**config.mk**
```make
export PLATFORM = sky130hd
export DESIGN_NAME = ext_unit
export DESIGN_NICKNAME = d
export VERILOG_FILES = /design/src/rtl/ext_pkg.sv /design/src/rtl/ext_comb.sv /design/src/rtl/ext_unit.sv
export SDC_FILE = /design/constraint.sdc
export NUM_CORES = 1
export LEC_CHECK = 0
export ABC_AREA = 0
export CAP_MARGIN = 20
export CORE_MARGIN = 1
export CORE_UTILIZATION = 34
export CTS_CLUSTER_DIAMETER = 50
export DETAILED_ROUTE_END_ITERATION = 16
export PLACE_DENSITY = 0.83
export SYNTH_ARGS = -nofsm -noshare
export SYNTH_HDL_FRONTEND = slang
export SYNTH_SLANG_ARGS = --single-unit
```
**constraint.sdc**
```tcl
create_clock -name clk -period 2.8 [get_ports clk]
set_input_delay 0.7 -clock clk [delete_from_list [all_inputs] [get_ports clk]]
set_output_delay 0.7 -clock clk [all_outputs]
set_load 0.01 [all_outputs]
```
**src/rtl/ext_pkg.sv**
```systemverilog
// Shared constants for the immediate extender: extension-mode encodings and default widths.
// Optional LUI support is selected with the EXT_LUI_EN macro (see ext_comb / ext_unit).
package ext_pkg;

  localparam logic EXT_ZERO = 1'b0;
  localparam logic EXT_SIGN = 1'b1;

  localparam int DEF_IN_W  = 16;
  localparam int DEF_OUT_W = 32;

endpackage

```
**src/rtl/ext_comb.sv**
```systemverilog
// Pure combinational immediate extender: zero- or sign-extends Input to OUT_W bits.
// With EXT_LUI_EN defined, LuiOp=1 places Input in the upper bits instead (overrides ExtOp).
module ext_comb
  import ext_pkg::*;
#(
  parameter int IN_W  = DEF_IN_W,
  parameter int OUT_W = DEF_OUT_W
) (
  input  logic             ExtOp,
`ifdef EXT_LUI_EN
  input  logic             LuiOp,
`endif
  input  logic [IN_W-1:0]  Input,
  output logic [OUT_W-1:0] Output
);

  always_comb begin
    Output = {{(OUT_W-IN_W){1'b0}}, Input};
    case (ExtOp)
      EXT_ZERO: Output = {{(OUT_W-IN_W){1'b0}}, Input};
      EXT_SIGN: Output = {{(OUT_W-IN_W){Input[IN_W-1]}}, Input};
      default:  Output = {{(OUT_W-IN_W){1'b0}}, Input};
    endcase
`ifdef EXT_LUI_EN
    if (LuiOp) begin
      Output = {Input, {(OUT_W-IN_W){1'b0}}};
    end
`endif
  end

endmodule

```
**src/rtl/ext_unit.sv**
```systemverilog
// Immediate extender with a same-cycle combinational result and a one-cycle registered copy.
// Optional LUI mode is enabled by the EXT_LUI_EN macro (adds the LuiOp input).
module ext_unit
  import ext_pkg::*;
#(
  parameter int IN_W  = DEF_IN_W,
  parameter int OUT_W = DEF_OUT_W
) (
  input  logic             clk,
  input  logic             reset,
  input  logic             ExtOp,
`ifdef EXT_LUI_EN
  input  logic             LuiOp,
`endif
  input  logic [IN_W-1:0]  Input,
  input  logic             in_valid,
  output logic [OUT_W-1:0] Output,
  output logic [OUT_W-1:0] Output_q,
  output logic             out_valid
);

  ext_comb #(
    .IN_W  (IN_W),
    .OUT_W (OUT_W)
  ) u_comb (
    .ExtOp  (ExtOp),
`ifdef EXT_LUI_EN
    .LuiOp  (LuiOp),
`endif
    .Input  (Input),
    .Output (Output)
  );

  // Valid-only handshake (no ready): every cycle with in_valid=1 is captured, and
  // out_valid is high for exactly the cycle after capture; Output_q holds otherwise.
  always_ff @(posedge clk) begin
    if (reset) begin
      Output_q  <= '0;
      out_valid <= 1'b0;
    end else if (in_valid) begin
      Output_q  <= Output;
      out_valid <= 1'b1;
    end else begin
      out_valid <= 1'b0;
    end
  end

endmodule

```
==> results.py <==
metrics = {
    "status": {
        "outcome": "finished, final reports clean",
    },
    "pwr": {
        "p_per_area_nw_per_um2": 393,
        "vdd_drop_max_uv": 274,
        "leakage_uw": 0.000754,
    },
    "detailed_routing": {
        "via_per_inst": 4.16,
        "firstDrtPassIters": 2,
        "vias": 733,
        "wire_per_inst_um": 11.9,
        "route.detailed.drc": 0,
        "wirelength_mm": 2.09,
        "ant_nets": 0,
        "drtIter0Drc": 7,
    },
    "worst_setup_path": {
        "crit_path_end_kind": "primary output",
        "reg2regPathDepth": 2,
        "crit_family": "buffers and inverters",
        "critical_path_buf_inv_count": 3,
        "required_ns": 2.10,
        "crit_type": "input pin to primary output",
        "cp_max_fo": 17,
        "worst_path_most_repeated_cell": "clkdlybuf4s50_1",
        "slowest_stage": "clkdlybuf4s50_1",
        "cp.depth": 4,
        "cp.arrival_ns": 2.04,
        "slowest_delay_ns": 0.54,
        "path_cells": "clkdlybuf4s50_1 -> and2_4 -> buf_12 -> clkdlybuf4s50_1",
        "worstSetupStartpointType": "input pin",
    },
    "grt": {
        "use_met1_pct": 14.0,
        "grt_max_degree": 19,
        "antenna_found_initial": 0,
        "grtUsageMet3_pct": 2.09,
        "grt_pass1_wl_mm": 3.34,
        "gr-total-overflow": 0,
        "met2_usage_pct": 25.5,
        "gr-usage-all-layers_pct": 13.3,
        "grt_pass1_vias": 693,
        "gr-max-usage-layer": "met2",
    },
    "sta": {
        "rsz0062_at_grt": "false",
        "finalHoldViolCount": 0,
        "final_max_slew_viol_count": 0,
        "tns_ns": 0,
        "timing.final.crit_share_pct": 97.8,
        "setup_ws_ns": 0.0618,
        "finalSetupViolCount": 0,
        "timing.fmax_mhz": 365,
        "finalCriticalPeriod_ns": 2.74,
        "clock-skew-final_ns": 0,
        "max_slew_margin_pct": 71.2,
        "worstMarginPinSlew_ns": 0.431,
    },
    "floorplanning": {
        "die_x_um": 56.2,
        "die_h_um": 56.2,
        "std_cell_rows": 19,
        "core_area_um2": 2760,
        "initial_core_util_pct": 36.2,
        "io_pins": 85,
        "die_area_um2": 3150,
    },
    "placed_design": {
        "io_buffers": 84,
        "hpwl_mm": 1.62,
        "gp_congestion": 0.647,
        "dp_worst_setup_slack_ns": 0.0112,
        "place_inst": 172,
    },
    "yosys": {
        "synth_area_um2": 997,
        "syn_inst": 104,
        "synth.largest_area_cell": "dfxtp_1",
        "ys_warn_count": 0,
        "synth_cell_type_count": 11,
        "synth_edf_count": 0,
        "ys_seq_area_share_pct": 36.1,
        "avgSynthCellArea_um2": 9.59,
        "synth_seq_cells": 18,
        "yosysMostFrequentCell": "buf_4",
        "yosys-top-cells-count": "buf_4, dfxtp_1, mux2i_1, nor2_1, buf_2",
        "synthesis.nets": 124,
        "synth_ff_type": "dfxtp_1",
        "async_flop_share_pct": 0,
        "yosys.area.top_type_share_pct": 36.1,
        "synth_area_leaders": "dfxtp_1, buf_4, mux2i_1",
    },
    "clock_tree": {
        "htreeDepth": 1,
        "cts_tree": "yes",
        "post_cts_resized": 0,
        "clk_latency_ns": 0.28,
        "cts_hold_buf": 0,
        "cts_max_path_buffers": 2,
        "postCtsSetupRepairBufs": 0,
        "root_buffer": "clkbuf_4",
        "cts_made_buffers": 3,
        "clock-sinks": 18,
        "path_clk_slew_ns": 0.10,
    },
    "layout": {
        "stdcell_count": 176,
        "drive_gt1_share_pct": 6.21,
        "areaGrowthSynthToFinish_pct": 58.8,
        "antenna_cells": 0,
        "fillerInstances": 240,
        "fin_nets": 166,
        "final_util_pct": 57.4,
    },
    "flow_run": {
        "cap_violations": 0,
    },
    "worst_hold_path": {
        "whs_path_depth": 2,
        "worstHoldPathType": "flip-flop to flip-flop",
    },
}
## metrics by stage
step           total power [uW]  hold slack [ns]  instance area [um^2]
5_1_grt                     658            0.540                  1580
2_1_floorplan               390            0.531                   997
3_5_place_dp                474            0.488                  1530
4_1_cts                     635            0.516                  1560
6_report                    622            0.510                  1580
3_3_place_gp                470            0.473                  1530
## metal layers
metal  part of all wire (%)  wire (um)
met1                     38        789
met2                     55       1150
met3                    5.8        121
met4                    1.3         27
met5                      0          0
## report_power, final
| group | internal [uW] | switching, uW | total (uW) |
|---|---|---|---|
| Combinational | 117 | 67.7 | 185 |
| Sequential | 271 | 9.04 | 280 |
| Clock | 79.1 | 78.1 | 157 |
## cell usage in the layout (no fill, tap or decap)
cell             Yosys  layout
a21o_1               1       1
and2_4               0       1
nor2_1              16      16
clkdlybuf4s50_1      0      76
nor3b_1              1       1
buf_4               46       2
clkbuf_8             0       1
dlymetal6s2s_1       0       8
dfxtp_1             18      18
nor2b_2              1       1
clkbuf_4             0       3
buf_12               1       1
mux2i_1             16      16
## worst reg2reg max path: cells and delay by family, from the launching register on
family / cells / cell delay, ns
and+or+nand+nor: 1 / 0.24
DFF: 1 / 0.60
AOI/OAI and AO/OA: 1 / 0.10
## worst paths after layout
kind | start | endpoint | slack [ns]
setup / recovery | Input[15] | Output[25] | 0.06
hold / removal | Output_q[6]$_SDFFE_PP0P_ | Output_q[6]$_SDFFE_PP0P_ | 0.51
setup reg to reg | Output_q[30]$_SDFFE_PP0P_ | Output_q[30]$_SDFFE_PP0P_ | 1.82
hold reg to reg | Output_q[6]$_SDFFE_PP0P_ | Output_q[6]$_SDFFE_PP0P_ | 0.51
## sequential cells by signal (all words and copies together), names as in the netlist
| signal | cells |
|---|---|
| Output_q | 17 |
| out_valid | 1 |
## kinds of logic (layout without fill, tap and decap cells)
family / after synthesis / in the layout / share of synthesized area (%)
buffers and inverters: 50 / 91 / 38.8
AOI/OAI and AO/OA: 1 / 1 / 0.753
muxes: 16 / 16 / 16.1
and+or+nand+nor: 19 / 19 / 8.28
DFF: 18 / 18 / 36.1
## final cells by class
class                           count  area, um^2  area share (%)
Timing Repair Buffer               87         896            56.6
Sequential cell                    18         360            22.7
Multi-Input combinational cell     36         253            16.0
Tap cell                           31        38.8            2.45
Clock buffer                        4        36.3            2.29
(Power assumes the default switching activity.)
